`src/rtl/seqadd_if.sv`:
```
// Handshake and operand/result bundle for the multi-cycle sequential adder.
// The master side requests additions and the slave side (the adder) returns results.
interface seqadd_if #(
   parameter int WIDTH = 64
) ();
   logic             start;
   logic             flush;
   logic [WIDTH-1:0] a;
   logic [WIDTH-1:0] b;
   logic             carry_in;
   logic             busy;
   logic             done;
   logic [WIDTH-1:0] sum;
   logic             carry_out;

   modport master (
      output start, flush, a, b, carry_in,
      input  busy, done, sum, carry_out
   );

   modport slave (
      input  start, flush, a, b, carry_in,
      output busy, done, sum, carry_out
   );
endinterface

```
`src/rtl/seqadd_ctrl.sv`:
```
// Wide adder built from one CHUNK-bit slice and a registered carry. It consumes
// one slice per cycle, low chunk first, and shifts the result in from the top.
module seqadd_ctrl #(
   parameter int WIDTH = 64,
   parameter int CHUNK = 16
) (
   input  logic   clk,
   input  logic   reset,
   seqadd_if.slave bus
);
   localparam int NCHUNK = WIDTH / CHUNK;
   localparam int CW     = (NCHUNK > 2) ? $clog2(NCHUNK) : 1;

   typedef enum logic [1:0] {
      IDLE = 2'd0,
      ADD  = 2'd1,
      DONE = 2'd2
   } state_t;

   state_t           state_reg, state_next;
   logic [WIDTH-1:0] op_a_reg, op_a_next;
   logic [WIDTH-1:0] op_b_reg, op_b_next;
   logic             carry_reg, carry_next;
   logic [CW-1:0]    count_reg, count_next;
   logic [WIDTH-1:0] sum_reg, sum_next;
   logic             cout_reg, cout_next;
   logic [CHUNK:0]   slice;
   logic             accept;

   always_ff @(posedge clk or posedge reset) begin
      if (reset) begin
         state_reg <= IDLE;
         op_a_reg  <= '0;
         op_b_reg  <= '0;
         carry_reg <= 1'b0;
         count_reg <= '0;
         sum_reg   <= '0;
         cout_reg  <= 1'b0;
      end else begin
         state_reg <= state_next;
         op_a_reg  <= op_a_next;
         op_b_reg  <= op_b_next;
         carry_reg <= carry_next;
         count_reg <= count_next;
         sum_reg   <= sum_next;
         cout_reg  <= cout_next;
      end
   end

   always_comb begin
      state_next = state_reg;
      op_a_next  = op_a_reg;
      op_b_next  = op_b_reg;
      carry_next = carry_reg;
      count_next = count_reg;
      sum_next   = sum_reg;
      cout_next  = cout_reg;
      slice      = {1'b0, op_a_reg[CHUNK-1:0]} + {1'b0, op_b_reg[CHUNK-1:0]}
                 + {{CHUNK{1'b0}}, carry_reg};
      accept     = bus.start && !bus.flush && (state_reg != ADD);

      if (bus.flush) begin
         // Cancel wins over everything; partial Sum/CarryOut are left untouched.
         state_next = IDLE;
         count_next = '0;
      end else begin
         case (state_reg)
            ADD: begin
               sum_next   = {slice[CHUNK-1:0], sum_reg[WIDTH-1:CHUNK]};
               op_a_next  = op_a_reg >> CHUNK;
               op_b_next  = op_b_reg >> CHUNK;
               carry_next = slice[CHUNK];
               count_next = count_reg + 1'b1;
               if (count_reg == CW'(NCHUNK - 1)) begin
                  cout_next  = slice[CHUNK];
                  state_next = DONE;
               end
            end
            IDLE, DONE: begin
               if (accept) begin
                  op_a_next  = bus.a;
                  op_b_next  = bus.b;
                  carry_next = bus.carry_in;
                  count_next = '0;
                  state_next = ADD;
               end else begin
                  state_next = IDLE;
               end
            end
            default: state_next = IDLE;
         endcase
      end
   end

   assign bus.busy      = (state_reg == ADD);
   assign bus.done      = (state_reg == DONE);
   assign bus.sum       = sum_reg;
   assign bus.carry_out = cout_reg;
endmodule

```
`src/flat_wrapper.sv`:
```
// flat-port wrapper written by rule: the top's interface ports become plain ports
module seqadd_ctrl_flat 
#(
   parameter int WIDTH = 64,
   parameter int CHUNK = 16
)
  (clk, reset, bus_start, bus_flush, bus_a, bus_b, bus_carry_in, bus_busy, bus_done, bus_sum, bus_carry_out);
  seqadd_if #(.WIDTH(WIDTH)) bus_i ();
  input  logic clk;
  input  logic reset;
  input wire logic [$bits(bus_i.start)-1:0] bus_start;
  input wire logic [$bits(bus_i.flush)-1:0] bus_flush;
  input wire logic [$bits(bus_i.a)-1:0] bus_a;
  input wire logic [$bits(bus_i.b)-1:0] bus_b;
  input wire logic [$bits(bus_i.carry_in)-1:0] bus_carry_in;
  output wire logic [$bits(bus_i.busy)-1:0] bus_busy;
  output wire logic [$bits(bus_i.done)-1:0] bus_done;
  output wire logic [$bits(bus_i.sum)-1:0] bus_sum;
  output wire logic [$bits(bus_i.carry_out)-1:0] bus_carry_out;
  assign bus_i.start = bus_start;
  assign bus_i.flush = bus_flush;
  assign bus_i.a = bus_a;
  assign bus_i.b = bus_b;
  assign bus_i.carry_in = bus_carry_in;
  assign bus_busy = bus_i.busy;
  assign bus_done = bus_i.done;
  assign bus_sum = bus_i.sum;
  assign bus_carry_out = bus_i.carry_out;
  seqadd_ctrl #(.WIDTH(WIDTH), .CHUNK(CHUNK)) u_core (.clk(clk), .reset(reset), .bus(bus_i));
endmodule
```
`config.mk`:
```
export PLATFORM = sky130hd
export DESIGN_NAME = seqadd_ctrl_flat
export DESIGN_NICKNAME = d
export VERILOG_FILES = /design/src/rtl/seqadd_if.sv /design/src/rtl/seqadd_ctrl.sv /design/src/flat_wrapper.sv
export SDC_FILE = /design/constraint.sdc
export NUM_CORES = 1
export LEC_CHECK = 0
export ABC_CLOCK_PERIOD_IN_PS = 11200
export BUFFER_PORTS_ARGS = -buffer_cell sky130_fd_sc_hd__buf_4
export CAP_MARGIN = 20
export CORE_ASPECT_RATIO = 0.5
export CORE_MARGIN = 2
export CORE_UTILIZATION = 50
export CTS_CLUSTER_DIAMETER = 150
export CTS_CLUSTER_SIZE = 12
export DETAILED_ROUTE_END_ITERATION = 7
export GPL_ROUTABILITY_DRIVEN = 0
export PLACE_DENSITY = 0.75
export SLEW_MARGIN = 10
export SYNTH_ARGS = -nofsm -noshare
export SYNTH_HDL_FRONTEND = slang
export SYNTH_SLANG_ARGS = --single-unit
```
`constraint.sdc`:
```
create_clock -name clk -period 11.2 [get_ports clk]
set_clock_uncertainty 0.05 [all_clocks]
set_input_delay 3.36 -clock clk [delete_from_list [all_inputs] [get_ports clk]]
set_output_delay 3.36 -clock clk [all_outputs]
set_load 0.02 [all_outputs]
```
==> metrics, run 1 <==
max_slew headroom=0.244; NetSw=approximately 0.86 mW; worst vdd ir=~0.17 mV; core area=17,500 um2; warnings from Yosys=0; CTS resizes=0; vias in the first global route=between 6,000 and 7,000; number of DRC markers in iteration 0=397; Post-Syn Area=roughly 9000 um2; Max Fanout on Critical Path=88; Synth Instances=943; Flop pwr share=0.445; Ports=200; ranking of synthesized cells by area=dfrtp_1 55%, nand2_1 14%, mux2i_1 11%; #FFs+latches synth=about 200; EDFF count, synth=0; clock tree sinks=198; worst hold path type=reg2reg; Final Hold Viols=0; RSZ-0062 raised after global routing=false; Syn Nets=1,094; Crit-path slowest cell=or2_4; sequential cell area=slightly below 5000 um2; max_cap viols=0; cell family with most CP delay=buffers and inverters; antenna violations before repair=0; Cell Int Power=1.53 mW; Min Hold Slack=0.419 ns; fin nets=1,261; synth cell count leaders=328 x nand2_1, 198 x dfrtp_1, 100 x mux2i_1; worst-path cell chain=buf_4 > a21oi_2 > or2_4 > buf_4 > buf_16 > o21ai_0; endpoints failing setup=0; TritonCTS clock tree=built; slowest stage delay, CP=0.68 ns; Final Power=roughly 2.4 mW; cell area power density=212 nW/um2; max-slew violations=0; chip height=a little under 100 um; CP required=around 11 ns; ANT cells=0; DR pass1 iterations=5; ratio of cells with drive above 1 in the final layout=0.227; CP most frequent cell=buf_4; clock network power share=0.247; Combinational Power Share=0.308; clk buf depth=2; Seq/Total Area, Yosys=0.548; Die ar.=a little under 20,000 um2; CTS H-Tree Depth=4; DP HPWL=about 15,000 um; status=complete, no violations; Port Buffers=199; Multi-input gate area=3800 um2; Sw Ratio=0.361; grt ovf=0; area leader, netlist=dfrtp_1; Pleak=5.70 nW; ys async rst share=1.00; Reg clk slew, reported paths=approximately 0.080 ns; Routed Antenna Nets=0; Root Buffer=clkbuf_16; Total Neg Setup Slack=0 ns; Max Clk Rate=about 190 MHz; Avg Cell Area, Syn=around 9.6 um2; pin count of the biggest net entering global routing=between 100 and 150; top-count cell post-synth=nand2_1; crit start category=input pin; Worst-Margin Slew=approximately 1.1 ns; CTS Hold Bufs=0; worst-skew pair later-pin latency=roughly 0.43 ns; vias after detailed routing=between 6,000 and 7,000; Tmin final=~5.2 ns; critical path capture point type=flop; All-Layer GR Usage=0.225; buffers and inverters on the worst path=3; DR WL/cell=about 15 um; postcts setup bufs=0; critical path type=in2reg; Die W=~200 um; WP data arrival=5.45 ns; top_reg_cell synth=dfrtp_1; period utilization=0.465; FP Rows=34; Filler cells=~1,400; total wire length=approximately 21,000 um; Area Growth Syn to Fin=24.2%; first-pass GRT wire length=34,800 um; initial core utilization=0.516; fin area=between 10,000 and 15,000 um2; number of CTS-inserted buffers=17; Distinct cells, synth=47; DRC violations left=0; Synth top area share=0.548; post-DR vias/cell=slightly above 5; Post-Place Cell Area=~11,000 um2
==> placed cells by master (no fill, tap or decap), types with 17 or more instances in the layout <==
cell	synthesis	routed
buf_4	7	204
clkbuf_16	0	17
dfrtp_1	198	197
mux2i_1	100	100
nand2_1	328	328
nand3_1	35	35
nor2_1	20	18
o21ai_0	93	93
o21ai_1	18	18
==> worst reg2reg max path: stages, from the launching register on <==
cell and delay (ns):
dfrtp_4 0.77, inv_2 0.43, a21oi_2 0.29, or2_4 0.68, buf_4 0.58, buf_16 0.34
o21ai_0 0.19
==> metal layers <==
metal | part of all wire | vias to the layer above | global-route usage
met1 | 0.52 | 3259 | 0.354
li1 | - | 3487 | -
met4 | 0.0063 | 0 | 0.0402
met3 | 0.052 | 13 | 0.0495
met2 | 0.43 | 190 | 0.323
met5 | 0 | - | 0
==> cell families (layout without fill, tap and decap cells) <==
kind of cell / after synthesis / count (layout) / share of synthesized area
and+or+nand+nor: 399 / 399 / 0.176
DFF: 198 / 198 / 0.548
AOI/OAI and AO/OA: 153 / 153 / 0.0964
muxes: 100 / 100 / 0.111
buffers and inverters: 66 / 246 / 0.0339
adders and majority gates: 18 / 18 / 0.0266
xor gates and xnor gates: 9 / 9 / 0.00872
==> through the flow <==
stage | setup slack [ns] | util | cells
6_report | 5.99 | 0.641 | 1357
5_1_grt | 5.76 | 0.641 | 1357
4_1_cts | 5.79 | 0.638 | 1355
3_5_place_dp | 5.33 | 0.606 | 1323
3_3_place_gp | 5.41 | 0.606 | 1323
2_1_floorplan | 2.39 | - | 943
==> layout make-up <==
class,count,area share
Clock inverter,14,0.0123
Timing Repair Buffer,206,0.141
Multi-Input combinational cell,679,0.338
Tap cell,234,0.0261
Sequential cell,198,0.441
Clock buffer,18,0.0382
Inverter,8,0.00334
==> worst paths after layout <==
kind | start | cells after the start | slack [ns] | endpoint
max | bus_start | 6 | 5.99 | u_core.op_b_reg[6]
max in group asynchronous | reset | 3 | 6.63 | u_core.op_a_reg[54]
max reg2reg | u_core.state_reg[0] | 6 | 7.73 | u_core.op_b_reg[6]
min | u_core.op_b_reg[49] | 2 | 0.42 | u_core.op_b_reg[49]
min in group asynchronous | reset | 2 | 3.06 | u_core.bus.sum[5]
min reg2reg | u_core.op_b_reg[49] | 2 | 0.42 | u_core.op_b_reg[49]
==> power groups by stage <==
stage,registers (mW),logic [mW],clock network (mW)
2_1_floorplan,1.15,0.347,0
3_3_place_gp,1.07,0.716,0
3_5_place_dp,1.08,0.735,0
4_1_cts,1.06,0.738,0.602
5_1_grt,1.09,0.815,0.630
6_report,1.06,0.736,0.588
(Power assumes the default switching activity.)
==> run 2: changes to the inputs <==
ABC_CLOCK_PERIOD_IN_PS = 5300   (was 11200)
clock period = 5.3 ns   (was 11.2 ns; I/O delays follow)
==> run 2 against run 1 <==
Compared with the run above:
- sequential power up 110%
- die area unchanged
- worst hold slack improved by 0.0029 ns
- count of clock-buffer cells in the layout decreased by 1
- critical path type is now reg2out
- critical endpoint is now bus_busy
- clock power up 110%
- power increased by 110%
- via count increased by 0.20%
- worst setup slack worse by 4.0 ns
- largest cell class unchanged
- non-clock buffer count increased by 4
- cell count increased by 0.29%
==> metrics, run 2 (synthesis results as in run 1) <==
status=complete, no violations; fin cells=1,361 (+0.29%); post-DR vias/cell=5.12 (about the same); total wire length=21,100 um (+0.34%); Ports=200 (unchanged); Cell Int Power=3.23 mW (+110%); Sw Ratio=0.361 (+0.000881); WP data arrival=1.63 ns (-3.82 ns); clk buf depth=2 (unchanged); Worst-Margin Slew=0.899 ns (-0.235 ns); Pleak=5.73 nW (+0.57%); CTS H-Tree Depth=4 (unchanged); CTS Hold Bufs=0 (unchanged); FP Rows=34 (unchanged); Port Buffers=199 (unchanged); DR WL/cell=15.5 um (about the same); crit start category=flop; CP required=3.66 ns (-7.78 ns); final core utilization=0.644 (+0.00328); first-pass GRT wire length=34,600 um (-0.67%); initial core utilization=0.516 (unchanged); Area Growth Syn to Fin=24.8%; Combinational Power Share=0.308 (about the same); fin nets=1,265 (+0.32%); Max Clk Rate=306 MHz; most frequent cells in the layout=328 x nand2_1, 205 x buf_4, 197 x dfrtp_1; max_slew headroom=0.399 (+0.155); NetSw=1.83 mW (+110%); clock tree sinks=198 (unchanged); ratio of cells with drive above 1 in the final layout=0.231 (+0.00363); Max Fanout on Critical Path=31 (-65%); core area=17,500 um2 (unchanged); commonest non-fill, non-tap cell in the layout=nand2_1; cell area power density=447 nW/um2 (+110%); cell total after placement=1,327 (+0.30%); clock network power share=0.246 (about the same); DRC violations left=0 (unchanged); vias after detailed routing=6,963 (+0.20%); critical path type=reg2out; critical path capture point type=output pin; max_cap viols=0 (unchanged); worst-skew pair later-pin latency=0.43 ns (about the same); endpoints failing setup=0 (unchanged); Total Neg Setup Slack=0 ns (unchanged); max-slew violations=0 (unchanged); grt ovf=0 (unchanged); vias in the first global route=6,757 (+0.78%); number of DRC markers in iteration 0=312 (-21%); number of CTS-inserted buffers=17 (unchanged); worst hold path type=reg2reg; period utilization=0.617; All-Layer GR Usage=0.226 (+0.00106); Routed Antenna Nets=0 (unchanged); ANT cells=0 (unchanged); worst-path cell chain=nand2b_2 > inv_2 > buf_4; worst vdd ir=0.303 mV (+80%); antenna violations before repair=0 (unchanged); Die W=194 um (unchanged); Final Hold Viols=0 (unchanged); TritonCTS clock tree=built; Reg clk slew, reported paths=0.07 ns (about the same); pin count of the biggest net entering global routing=98 (-30%); CTS resizes=0 (unchanged); Flop pwr share=0.445 (about the same); DP HPWL=15,400 um (+4.3%); slowest stage delay, CP=0.76 ns (+0.08 ns); postcts setup bufs=0 (unchanged); Root Buffer=clkbuf_16; Crit-path slowest cell=dfrtp_4; DR pass1 iterations=5 (unchanged); RSZ-0062 raised after global routing=false; Tmin final=around 3.3 ns; Die ar.=19,200 um2 (unchanged); chip height=99.1 um (unchanged)
==> run 2: cell types whose count changed in the layout (fill, tap and decap cells not counted) <==
cell	before	now
buf_12	1	4
clkinv_2	0	2
buf_4	204	205
clkbuf_1	1	0
clkinv_4	4	3
clkinv_8	1	0
inv_6	3	4
==> run 2: through the flow <==
step | hold WS [ns] | area [um2] | setup WS (ns) | power (mW)
2_1_floorplan | 0.388 | 9050 | 1.10 | 3.16
3_3_place_gp | 0.399 | 10700 | 1.84 | 3.77
3_5_place_dp | 0.406 | 10700 | 1.77 | 3.84
4_1_cts | 0.424 | 11200 | 2.01 | 5.08
5_1_grt | 0.442 | 11300 | 1.91 | 5.37
6_report | 0.422 | 11300 | 2.03 | 5.05
==> run 2: area by class of cell <==
| cell class | count | area, um2 |
|---|---|---|
| clock inverters | 15 | 135 |
| inverters | 8 | 33.8 |
| well taps | 234 | 293 |
| fillers | 1444 | 6240 |
| flip-flops and latches | 198 | 4960 |
| multi-input cells | 679 | 3800 |
| clock buffers | 17 | 425 |
| repair buffers | 210 | 1650 |
==> run 2: per-layer routing <==
layer / part of all wire / wire length, um / global-route usage / vias to the layer above
li1: - / - / - / 3497
met1: 0.52 / 11000 / 0.346 / 3275
met2: 0.43 / 9000 / 0.337 / 172
met3: 0.041 / 873 / 0.0407 / 19
met4: 0.012 / 244 / 0.0542 / 0
met5: 0 / 0 / 0 / -
==> run 2: power by group through the flow <==
stage	sequential, mW	combinational (mW)	clock (mW)
2_1_floorplan	2.43	0.734	0
3_5_place_dp	2.28	1.56	0
6_report	2.25	1.56	1.24
3_3_place_gp	2.26	1.51	0
5_1_grt	2.31	1.73	1.33
4_1_cts	2.25	1.57	1.26
==> run 2: worst paths after layout <==
path / startpoint / endpoint / slack, ns / cells after the start
worst min register to register: u_core.op_a_reg[62] / u_core.op_a_reg[62] / 0.42 / 2
worst max-delay path: u_core.state_reg[0] / bus_busy / 2.03 / 3
worst min-delay path: u_core.op_a_reg[62] / u_core.op_a_reg[62] / 0.42 / 2
worst max register to register: u_core.state_reg[0] / u_core.op_b_reg[11] / 2.19 / 5
min in group asynchronous: reset / u_core.bus.sum[22] / 1.29 / 2
max in group asynchronous: reset / u_core.op_a_reg[54] / 2.97 / 3
==> run 2: worst max-delay path, delay by kind of cell (launching register included) <==
family / cells / cell delay [ns]
buf+inv: 2 / 0.26
flops: 1 / 0.76
simple gates: 1 / 0.18
